===== config.mk =====
export PLATFORM = sky130hd
export DESIGN_NAME = seg7_time_display
export DESIGN_NICKNAME = d
export VERILOG_FILES = /design/src/rtl/seg7_time_display.sv
export SDC_FILE = /design/constraint.sdc
export NUM_CORES = 1
export LEC_CHECK = 0
export BUFFER_PORTS_ARGS = -buffer_cell sky130_fd_sc_hd__buf_4
export CORE_UTILIZATION = 40
export DETAILED_ROUTE_END_ITERATION = 10
export SLEW_MARGIN = 20
export SYNTH_ARGS = -nofsm -noshare
export SYNTH_HDL_FRONTEND = slang
export SYNTH_SLANG_ARGS = --single-unit

===== constraint.sdc =====
create_clock -name clk -period 3 [get_ports clk]
set_input_delay 0.15 -clock clk [delete_from_list [all_inputs] [get_ports clk]]
set_output_delay 0.15 -clock clk [all_outputs]
set_load 0.01 [all_outputs]

===== src/rtl/seg7_time_display.sv =====
// seg7_time_display: scans six BCD time digits onto a 4-digit multiplexed
// common-anode 7-segment display (hh:mm or mm:ss). Each frame works from a
// snapshot taken at frame start, so digits never tear mid-scan. Every slot
// opens with a dead-time blank, hours-tens leading zero is blanked, and the
// colon blinks.
module seg7_time_display #(
    parameter int DIGIT_CYCLES = 100000,
    parameter int BLANK_CYCLES = 2000,
    parameter int BLINK_CYCLES = 50000000
) (
    input  logic       clk,
    input  logic       rst,
    input  logic       en,
    input  logic       mode,
    input  logic [3:0] s1,
    input  logic [3:0] s2,
    input  logic [3:0] m1,
    input  logic [3:0] m2,
    input  logic [3:0] h1,
    input  logic [3:0] h2,
    output logic [6:0] seg,
    output logic       dp,
    output logic [3:0] an,
    output logic       frame_start
);

    localparam int CW = $clog2(DIGIT_CYCLES);
    localparam int BW = (BLINK_CYCLES > 1) ? $clog2(BLINK_CYCLES) : 1;
    localparam logic [CW-1:0] CNT_LAST   = CW'(DIGIT_CYCLES - 1);
    localparam logic [CW-1:0] CNT_BLANK  = CW'(BLANK_CYCLES);
    localparam logic [BW-1:0] BLINK_LAST = BW'(BLINK_CYCLES - 1);

    // IDLE: display disabled (or just out of reset); scan parked at slot 0.
    // SCAN: running; the first enabled edge out of IDLE is a frame start.
    typedef enum logic {ST_IDLE, ST_SCAN} state_t;

    typedef struct packed {
        logic       mode;
        logic [3:0] h2, h1, m2, m1, s2, s1;
    } snap_t;

    state_t        state, state_nx;
    logic [1:0]    idx, idx_nx;
    logic [CW-1:0] cnt, cnt_nx;
    logic          take;
    snap_t         sh;
    logic [BW-1:0] bcnt;
    logic          phase;

    logic          lit;
    logic [3:0]    digit;
    logic [6:0]    seg_nx;
    logic [3:0]    an_nx;
    logic          dp_nx;

    function automatic logic [6:0] dec7(input logic [3:0] d);
        case (d)
            4'd0:    dec7 = 7'h40;
            4'd1:    dec7 = 7'h79;
            4'd2:    dec7 = 7'h24;
            4'd3:    dec7 = 7'h30;
            4'd4:    dec7 = 7'h19;
            4'd5:    dec7 = 7'h12;
            4'd6:    dec7 = 7'h02;
            4'd7:    dec7 = 7'h78;
            4'd8:    dec7 = 7'h00;
            4'd9:    dec7 = 7'h10;
            default: dec7 = 7'h3F;  // non-BCD shows a dash
        endcase
    endfunction

    // Scan state register.
    always_ff @(posedge clk or negedge rst) begin
        if (!rst) begin
            state <= ST_IDLE;
            idx   <= '0;
            cnt   <= '0;
        end else begin
            state <= state_nx;
            idx   <= idx_nx;
            cnt   <= cnt_nx;
        end
    end

    // Scan next-state; take flags an edge that (re)enters slot 0 at count 0.
    always_comb begin
        state_nx = state;
        idx_nx   = idx;
        cnt_nx   = cnt;
        take     = 1'b0;
        case (state)
            ST_IDLE: begin
                // idx/cnt are already 0 here; stay at (0,0) and start a frame
                if (en) begin
                    state_nx = ST_SCAN;
                    take     = 1'b1;
                end
            end
            ST_SCAN: begin
                if (!en) begin
                    state_nx = ST_IDLE;
                    idx_nx   = '0;
                    cnt_nx   = '0;
                end else if (cnt == CNT_LAST) begin
                    cnt_nx = '0;
                    idx_nx = idx + 2'd1;
                    take   = (idx == 2'd3);
                end else begin
                    cnt_nx = cnt + 1'b1;
                end
            end
            default: state_nx = ST_IDLE;
        endcase
    end

    // Frame snapshot: all decode works from these registers only.
    always_ff @(posedge clk or negedge rst) begin
        if (!rst) begin
            sh <= '0;
        end else if (take) begin
            sh <= '{mode: mode, h2: h2, h1: h1, m2: m2, m1: m1, s2: s2, s1: s1};
        end
    end

    // Colon blink timebase, free-running independent of en.
    always_ff @(posedge clk or negedge rst) begin
        if (!rst) begin
            bcnt  <= '0;
            phase <= 1'b0;
        end else if (bcnt == BLINK_LAST) begin
            bcnt  <= '0;
            phase <= ~phase;
        end else begin
            bcnt  <= bcnt + 1'b1;
        end
    end

    // Digit select and decode for the current slot, outside the blank window.
    always_comb begin
        lit = (state == ST_SCAN) && en && (cnt >= CNT_BLANK);
        case ({sh.mode, idx})
            3'b0_11: digit = sh.h2;
            3'b0_10: digit = sh.h1;
            3'b0_01: digit = sh.m2;
            3'b0_00: digit = sh.m1;
            3'b1_11: digit = sh.m2;
            3'b1_10: digit = sh.m1;
            3'b1_01: digit = sh.s2;
            default: digit = sh.s1;
        endcase
        seg_nx = 7'h7F;
        an_nx  = 4'hF;
        dp_nx  = 1'b1;
        if (lit) begin
            an_nx  = ~(4'b0001 << idx);
            seg_nx = (!sh.mode && idx == 2'd3 && sh.h2 == 4'd0) ? 7'h7F : dec7(digit);
            dp_nx  = !(idx == 2'd2 && phase);
        end
    end

    // Registered pin drivers.
    always_ff @(posedge clk or negedge rst) begin
        if (!rst) begin
            an          <= 4'hF;
            seg         <= 7'h7F;
            dp          <= 1'b1;
            frame_start <= 1'b0;
        end else begin
            an          <= an_nx;
            seg         <= seg_nx;
            dp          <= dp_nx;
            frame_start <= take;
        end
    end

endmodule


**Word level (Yosys, flattened, before mapping)**

Memories as Yosys holds them, arrays and structs flattened.
Index checks and enable logic that the tools add are counted.
W data, S select, Z words.

- Register bits after elaboration: 85
- Input port bits: 28
- Memories kept: 1
- ROM bits: 112
- Word-level logic and storage cells: 62
- Latch bits: 0
- Output and inout port bits: 13
- Bits in writable memories: 0

Memories:

| memory | words | bits a word | read ports | clocked after Yosys merged registers in | wr ports | RTL line | text |
|---|---|---|---|---|---|---|---|
| (name not given) | 16 | 7 | 1 | 0 | 0 | 57 | `case (d)` |

- Shifts and indexed selects: 1
- Divide/modulo/power cells: 0
- Add/sub/neg operators: 3
- Eq/ne operators: 11
- Order comparisons: 1
- $mul: 0
- Bitwise gates (word level): 3
- Reduce and logical (&&, ||, !) cells: 12
- Multiplexer cells: 14

Operators by type and width:

| cell | count |
|---|---|
| $mux W17 | 2 |
| $add A26 B1 Y26 const B | 1 |
| $eq A26 B26 Y1 const B | 1 |
| $mux W26 | 1 |
| $pmux W4 S5 | 1 |
| $add A17 B1 Y17 const B | 1 |
| $eq A17 B17 Y1 const B | 1 |
| $ge A17 B11 Y1 const B | 1 |
| $mux W7 | 2 |
| $eq A3 B3 Y1 const B | 3 |
| $eq A3 B2 Y1 const B | 2 |
| $logic_and A1 B1 Y1 | 5 |
| $eq A2 B2 Y1 const B | 2 |
| $logic_not A4 Y1 | 1 |
| $mux W1 | 4 |
| $mux W2 | 2 |
| $mux W4 | 1 |
| $not A4 Y4 | 1 |
| $reduce_or A2 Y1 | 2 |
| $shl A1 B2 Y4 const A | 1 |
| $eq A3 B1 Y1 const B | 1 |
| $logic_not A3 Y1 | 1 |
| $add A2 B1 Y2 const B | 1 |
| $logic_not A1 Y1 | 2 |
| 4 further kinds | 5 |

**Longest topological paths before layout**

Gate-level depths: netlist of the first run.
An unclocked memory read counts as a cell.

- Depth in word-level cells: 6
- Depth in mapped cells: 10
- Gate-level depth less buffers: 10

**Worst setup path before layout of the first run**

Ideal clock, no wire load.

- Path kind: register -> register
- Start: register idx[0]
- End: register seg[2]
- Setup time: 111 ps
- Path buffers: 0
- Required time: 2889 ps
- Setup slack: 716 ps
- Stages on the path, launching flop included: 10
- Arrival: 2173 ps
- Clock period less this slack: 2284 ps
- Cells stage by stage: dfrtp_1 inv_1 ha_1 or3_4 or2_4 a31o_2 inv_2 ha_1 inv_1 o311ai_0

- Longest elaborated chain between the ends: 6
- Elaborated cells on any way between the ends: 16
- Classes of those cells: 7 x eq/ne; 3 x mux; 5 x reduce/logical; 1 x memory

RTL lines:

| item | RTL line | text |
|---|---|---|
| start: declaration | 43 | `logic [1:0] idx, idx_nx;` |
| start signal: assignment | 80 | `idx <= idx_nx;` |
| $eq A3 B3 Y1, or another cell as far along | 141 | `case ({sh.mode, idx})` |
| $reduce_or A2 Y1 (no source line) | n/a |  |
| $pmux W4 S5 | 141 |  |
| $mem_v2 Z16 W7 | n/a |  |
| $mux W7 (*) | 156 | `seg_nx = (!sh.mode && idx == 2'd3 && sh.h2 == 4'd0) ? 7'h7F : dec7(digit);` |
| $mux W7 (*) | 154 | `if (lit) begin` |
| net seg_nx[2] | 52 | `logic [6:0] seg_nx;` |
| end signal: assignment | 170 | `seg <= seg_nx;` |
| end: declaration | 21 | `output logic [6:0] seg,` |

Mark *: on every way through the listed nets, which the timed path passes. The rest lies on a longest branch.
A chain may end at the register's enable or synchronous reset.

**Worst setup path after layout of the first run**

- Start: register idx[0]
- End: register seg[6]

Same word-level chain as after synthesis.

==> out/qor.txt, run 1 <==
mean number of vias per cell = 5.101
Routed Antenna Nets = 0
count of buffers inserted at the top-level ports = 40
area used by multi-input combinational logic = 1794 µm²
count of final setup violators = 0
largest family of logic cells by synthesized area = simple AND/OR/NAND/NOR gates
final core area utilization = 0.4817
post-detailed-route wirelength per cell = 14.30 µm
Placement Cell Area = 4486 µm²
TritonCTS clock tree = built
xor and xnor fraction of the mapped netlist area = 0.07566
via count of the first global-routing pass = 2,874
sum of negative setup slack = 0 ns
endpoint arrival time on the critical path = 2.86 ns
most frequent cells after synthesis = 73 x sky130_fd_sc_hd__dfrtp_1, 36 x sky130_fd_sc_hd__nor2_1, 26 x sky130_fd_sc_hd__mux2_2
proportion of synthesized flip-flops having asynchronous set or reset = 1.000
cts bufs inserted = 9
x dimension of the die = 102.6 µm
final worst path period need = 2.582 ns
hold violation count in the final report = 0
remaining global-route overflow = 0
Overall Global Routing Usage = 0.1675
post-synthesis compound-gate area fraction = 0.07875
maximum operating frequency = 387.3 MHz
number of detailed-routing iterations run before antenna repair = 4
number of rows created at floorplan = 36
dominant cell by count in the synthesized netlist = sky130_fd_sc_hd__dfrtp_1
Area growth, synth to finish = 16.21%
slack of the critical path = 0.4179 ns
Synthesis Warnings = 0
Final Max Slew Viols = 0
type of the setup path with the least slack = flip-flop to flip-flop
number of cells in the design after placement = 529
power density cells = 491.5 nW/µm²
via count = 2,790
required time of the critical path = 3.27 ns
MaxCap Viol Count = 0
remaining routing DRC violations = 0
drt total wl = 7.821 mm
critical path endpoint category = flip-flop
synthesized-area fraction occupied by adder cells = 0.03088
run status = finished clean
portion of synthesized cell area occupied by the leading cell type = 0.4509
worst vdd rail ir drop = 0.2460 mV
synthesized net count = 401
main flop type after synthesis = sky130_fd_sc_hd__dfrtp_1
post-synthesis mux area share = 0.07844
antenna violations before repair = 0
FF+latch count, synth = 85
unique cell type count in the Yosys netlist = 52
clock network latency to the later pin of the worst-skew pair = 0.35 ns
share of the clock period used by the worst path after layout = 0.8607
Core Box Area = 9774 µm²
Fin Clk Skew = 0.01034 ns
cell type contributing the most total cell area after synthesis = sky130_fd_sc_hd__dfrtp_1
static leakage power = 2.042 nW
post-CTS clock slew at the launch and capture registers of the worst setup and hold paths = 0.09 ns
clock net sink count = 85
top cells by area in the synthesized netlist = sky130_fd_sc_hd__dfrtp_1 45%, sky130_fd_sc_hd__dfstp_2 7.8%, sky130_fd_sc_hd__mux2_2 7.2%, sky130_fd_sc_hd__xor2_1 4.1%, sky130_fd_sc_hd__xnor2_1 3.5%
Cell Area, Synth = 4051 µm²
number of levels in the clock H-tree = 3
y dimension of the die = 102.6 µm
initial core utilization = 0.4145
wire length of the first global-routing pass = 13.67 mm
total power of the final layout = 2.314 mW
I/O pin count = 41
largest net degree at the start of global routing = 86
sequential area share after synthesis = 0.5287
dpl ws = 0.4457 ns
antenna diode count = 0
register cell area after layout = 2142 µm²
worst min-delay path class = input pin to flip-flop
number of nets at the end of the flow = 447
violation count after the first detailed-routing iteration = 110
headroom to the max-slew limit = 0.4931
RSZ-0062 raised after global routing = false
Hold Worst Slack = 0.02042 ns
maximum clock path buffer count = 2
HPWL reported at the end of detailed placement = 5.504 mm
startpoint class of the critical path = flip-flop
transition time of the tightest slew-check pin = 0.7569 ns
Final Non-Filler Cells = 547
maximum fanout along the worst path = 12
die footprint = 10,540 µm²
ratio of cells with drive above 1 in the final layout = 0.2609
number of fillers in the final layout = 899
cell area after layout = 4708 µm²
count of flip-flops with a built-in enable after synthesis = 0
cell at the root of the clock tree = sky130_fd_sc_hd__clkbuf_8
final weighted congestion in routability-driven placement = 0.7782
area fraction in and, or, nand and nor cells after synthesis = 0.1791
cell count after synthesis = 363
mean instance size in the synthesized netlist = 11.16 µm²
[critical path: stages (launching register included)]
cell and delay, ns:
sky130_fd_sc_hd__dfrtp_1 0.38, sky130_fd_sc_hd__inv_1 0.09, sky130_fd_sc_hd__ha_1 0.30, sky130_fd_sc_hd__or3_4 0.45
sky130_fd_sc_hd__or2_4 0.27, sky130_fd_sc_hd__a31oi_1 0.56, sky130_fd_sc_hd__and3_2 0.29, sky130_fd_sc_hd__a2bb2oi_1 0.17
[cell type report]
| class | count | share of cell area |
|---|---|---|
| well taps | 133 | 0.03534 |
| clock inverters | 7 | 0.01594 |
| inverters | 14 | 0.01116 |
| flip-flops and latches | 85 | 0.4550 |
| repair buffers | 46 | 0.07521 |
| clock buffers | 9 | 0.02631 |
| multi-input cells | 253 | 0.3811 |
[power by group]
| part | leakage (nW) | internal, mW | switching (mW) | total [mW] |
|---|---|---|---|---|
| clock network | 0.0918 | 0.387 | 0.421 | 0.808 |
| registers | 1.07 | 1.20 | 0.0423 | 1.24 |
| logic | 0.880 | 0.130 | 0.133 | 0.263 |
[repair_timing]
action | CTS | global route
setup buffers | 0 | 0
resized for setup | 0 | 0
endpoints found under the hold margin | 1 | 73
hold buffers | 1 | 1
[final timing paths]
kind                         from          end  slack, ns  depth (start not counted)
setup / recovery           idx[0]       seg[6]       0.42                          7
hold / removal              m2[2]       sh[14]       0.02                          2
setup reg to reg           idx[0]       seg[6]       0.42                          7
hold reg to reg             phase           dp       0.47                          1
max in group asynchronous     rst       cnt[8]       2.07                          2
min in group asynchronous     rst  frame_start       0.40                          2
[state kept, by name, indices dropped and copies added (netlist names)]
| signal | count |
|---|---|
| an | 4 |
| sh | 25 |
| frame_start | 1 |
| cnt | 17 |
| dp | 1 |
| idx | 2 |
| seg | 7 |
| bcnt | 26 |
| phase | 1 |
| state | 1 |
[kinds of logic (layout without fill, tap and decap cells)]
group,Yosys count,in the layout
AO/OA/AOI/OAI,45,45
XOR/XNOR,35,35
adder cells (fa/ha/maj),10,10
buffers and inverters,25,76
flip-flops,85,85
multiplexers,28,28
AND/OR/NAND/NOR,135,135
[routing by layer]
metal | wire length, µm | global-route usage | up-vias | share of wire
li1 | - | - | 1377 | -
met1 | 3714 | 0.2137 | 1353 | 0.47
met2 | 3734 | 0.2867 | 54 | 0.48
met3 | 311 | 0.04068 | 6 | 0.040
met4 | 61 | 0.03956 | 0 | 0.0078
met5 | 0 | 0 | - | 0
[cell usage in the layout, fill, tap and decap left out, types with 3 or more instances in the layout]
cell / synthesis / routed
sky130_fd_sc_hd__nor3_1: 8 / 8
sky130_fd_sc_hd__nand4_1: 10 / 10
sky130_fd_sc_hd__buf_4: 0 / 43
sky130_fd_sc_hd__and4_1: 6 / 6
sky130_fd_sc_hd__xnor2_1: 16 / 16
sky130_fd_sc_hd__ha_1: 10 / 10
sky130_fd_sc_hd__nor2_1: 36 / 36
sky130_fd_sc_hd__o21ai_0: 15 / 15
sky130_fd_sc_hd__clkbuf_8: 0 / 9
sky130_fd_sc_hd__dfstp_2: 12 / 12
sky130_fd_sc_hd__and3_1: 7 / 7
sky130_fd_sc_hd__a2bb2oi_1: 5 / 5
sky130_fd_sc_hd__a22oi_1: 8 / 8
sky130_fd_sc_hd__mux2_2: 26 / 26
sky130_fd_sc_hd__clkinvlp_4: 0 / 3
sky130_fd_sc_hd__nand2b_1: 4 / 4
sky130_fd_sc_hd__dfrtp_1: 73 / 73
sky130_fd_sc_hd__and2_1: 5 / 5
sky130_fd_sc_hd__inv_1: 13 / 13
sky130_fd_sc_hd__nand2_1: 17 / 17
sky130_fd_sc_hd__xor2_1: 19 / 19
sky130_fd_sc_hd__nor4_1: 7 / 7
sky130_fd_sc_hd__nand3_1: 19 / 19
Note: power is estimated with default switching activity, not from simulation.
==> run 2, diff against run 1 <==
--- a/config.mk
+++ b/config.mk
@@ -5,9 +5,10 @@
 export SDC_FILE = /design/constraint.sdc
 export NUM_CORES = 1
 export LEC_CHECK = 0
-export BUFFER_PORTS_ARGS = -buffer_cell sky130_fd_sc_hd__buf_4
 export CORE_UTILIZATION = 40
 export DETAILED_ROUTE_END_ITERATION = 10
+export DONT_BUFFER_PORTS = 1
+export SETUP_SLACK_MARGIN = 0.5
 export SLEW_MARGIN = 20
 export SYNTH_ARGS = -nofsm -noshare
 export SYNTH_HDL_FRONTEND = slang
==> run 2 against run 1 <==
Combinational power is 9.1% higher; utilization rose by 0.14 points; highest routed layer unchanged; clock skew is 0.0038 ns higher; count of clock-buffer cells in the layout grew 2; design area up 0.29%.
==> out/qor.txt, run 2 (synthesis results as in run 1) <==
run status = finished clean
family of cells with the greatest summed delay on the critical path = simple AND/OR/NAND/NOR gates
worst vdd rail ir drop = 0.3273 mV
most frequent cells in the layout = 73 x sky130_fd_sc_hd__dfrtp_1, 36 x sky130_fd_sc_hd__nor2_1, 27 x sky130_fd_sc_hd__dlygate4sd3_1
Largest register FFs = 26
wire length of the first global-routing pass = 12.90 mm
capture point of the worst reg-to-reg path = seg[3]
antenna violations before repair = 0
die footprint = 10,540 µm²
Routed Antenna Nets = 0
x dimension of the die = 102.6 µm
Core Box Area = 9774 µm²
final weighted congestion in routability-driven placement = 0.7971
via count of the first global-routing pass = 2,685
drt total wl = 7.828 mm
number of rows created at floorplan = 36
cell at the root of the clock tree = sky130_fd_sc_hd__clkbuf_8
static leakage power = 1.986 nW
transition time of the tightest slew-check pin = 0.5582 ns
type of the setup path with the least slack = flip-flop to flip-flop
y dimension of the die = 102.6 µm
number of levels in the clock H-tree = 3
register cell area after layout = 2142 µm²
largest net degree at the start of global routing = 86
Hold Worst Slack = 0.04799 ns
count of buffers inserted at the top-level ports = 0
headroom to the max-slew limit = 0.6231
standard cell with the maximum stage delay on the critical path = sky130_fd_sc_hd__or3_4
Area growth, synth to finish = 16.55%
maximum operating frequency = 423.2 MHz
RSZ-0062 raised after global routing = false
Largest regs = bcnt x26, sh x25, cnt x17
Final Non-Filler Cells = 536
most frequent CP cell = sky130_fd_sc_hd__inv_1
RR Startpoint = idx[0]
startpoint of the most critical hold path = en
startpoint class of the critical path = flip-flop
I/O pin count = 41
hold violation count in the final report = 0
ratio of cells with drive above 1 in the final layout = 0.1911
post-CTS clock slew at the launch and capture registers of the worst setup and hold paths = 0.09 ns
Final Max Slew Viols = 0
via count = 2,751
critical path endpoint category = flip-flop
clock net sink count = 85
logic depth of the worst path, buffers included = 10
post-detailed-route wirelength per cell = 14.60 µm
buffering stage count on the worst path with inverters included = 3
maximum clock path buffer count = 2
remaining routing DRC violations = 0
number of cells in the design after placement = 490
antenna diode count = 0
final worst path period need = 2.363 ns
HPWL reported at the end of detailed placement = 5.202 mm
chain of cells forming the critical path = inv_2 -> ha_4 -> or3_4 -> or2_4 -> a31oi_4 -> inv_1 -> ha_1 -> inv_1 -> o21ai_0 -> nand3_1
endpoint arrival time on the critical path = 2.65 ns
required time of the critical path = 3.29 ns
Endpoint, Worst Hold = cnt[2]
clock network latency to the later pin of the worst-skew pair = 0.37 ns
register with the most flip-flops = bcnt
mean number of vias per cell = 5.132
number of detailed-routing iterations run before antenna repair = 4
count of final setup violators = 0
maximum fanout along the worst path = 8
cts bufs inserted = 9
setup slack of the most critical reg-to-reg path = 0.64 ns
WHS Path Cells = 3
area used by multi-input combinational logic = 1818 µm²
sum of negative setup slack = 0 ns
initial core utilization = 0.4145
share of the clock period used by the worst path after layout = 0.7877
Fin Clk Skew = 0.01418 ns
most common library cell in the layout ignoring fill and taps = sky130_fd_sc_hd__dfrtp_1
MaxCap Viol Count = 0
Max stage delay on crit path = 0.42 ns
violation count after the first detailed-routing iteration = 76
remaining global-route overflow = 0
number of fillers in the final layout = 909
number of nets at the end of the flow = 436
TritonCTS clock tree = built
power density cells = 488.2 nW/µm²
worst min-delay path class = input pin to flip-flop
Overall Global Routing Usage = 0.1622
worst-case reg-to-reg path depth = 10
[run 2: changes by cell type in the layout (fill, tap and decap cells not counted), sizes merged]
cell	previous run	this run
buf	44	8
bufinv	1	0
clkbuf	9	11
clkinv	2	1
clkinvlp	3	2
dlygate4sd3	2	27
inv	15	16
[run 2: what timing repair did]
item,in CTS,in global routing
pin swaps,0,1
hold endpoints to repair,114,0
hold buffers,28,0
setup endpoints to repair,3,4
buffers inserted,0,2
gates resized for setup,2,5
[run 2: metrics by stage]
stage	setup WS [ns]	power, mW	util	cell area, µm²
after CTS	0.5605	2.324	0.4800	4692
after floorplan	0.7160	1.437	-	4051
after global routing	0.5120	2.413	0.4831	4722
after global placement	0.5737	1.469	0.4290	4193
after detailed placement	0.4542	1.478	0.4290	4193
final	0.6369	2.305	0.4831	4722
[run 2: power by group]
group | total [mW] | leakage (nW) | switching [mW] | internal (mW)
clock network | 0.776 | 0.0926 | 0.423 | 0.353
registers | 1.24 | 1.07 | 0.0412 | 1.20
logic | 0.287 | 0.824 | 0.142 | 0.145
total | 2.31 | 1.99 | 0.606 | 1.70
[run 2: worst min-delay path: stages]
cell                      delay (ns)
sky130_fd_sc_hd__nor2b_1        0.09
sky130_fd_sc_hd__o21ai_0        0.07
sky130_fd_sc_hd__o21ai_0        0.07
[run 2: layout make-up]
cell class                 count  area share
tap                          133     0.03524
inverter                      14     0.01113
sequential                    85      0.4536
multi-input combinational    253      0.3850
clock inverter                 5    0.008744
clock buffer                  11     0.03206
timing repair buffer          35     0.07419
[run 2: metal layers]
layer / global-route usage / share of wire
met2: 0.2677 / 0.47
met3: 0.04949 / 0.045
met4: 0.07143 / 0.020
met5: 0 / 0
met1: 0.1955 / 0.47
[run 2: worst max path at each step]
stage	startpoint	end	slack (ns)
floorplan	idx[0]	seg[2]	0.72
global placement	idx[0]	seg[6]	0.57
detailed placement	idx[0]	seg[6]	0.45
CTS	idx[0]	seg[2]	0.56
global route	idx[1]	seg[3]	0.51
finish	idx[0]	seg[3]	0.64
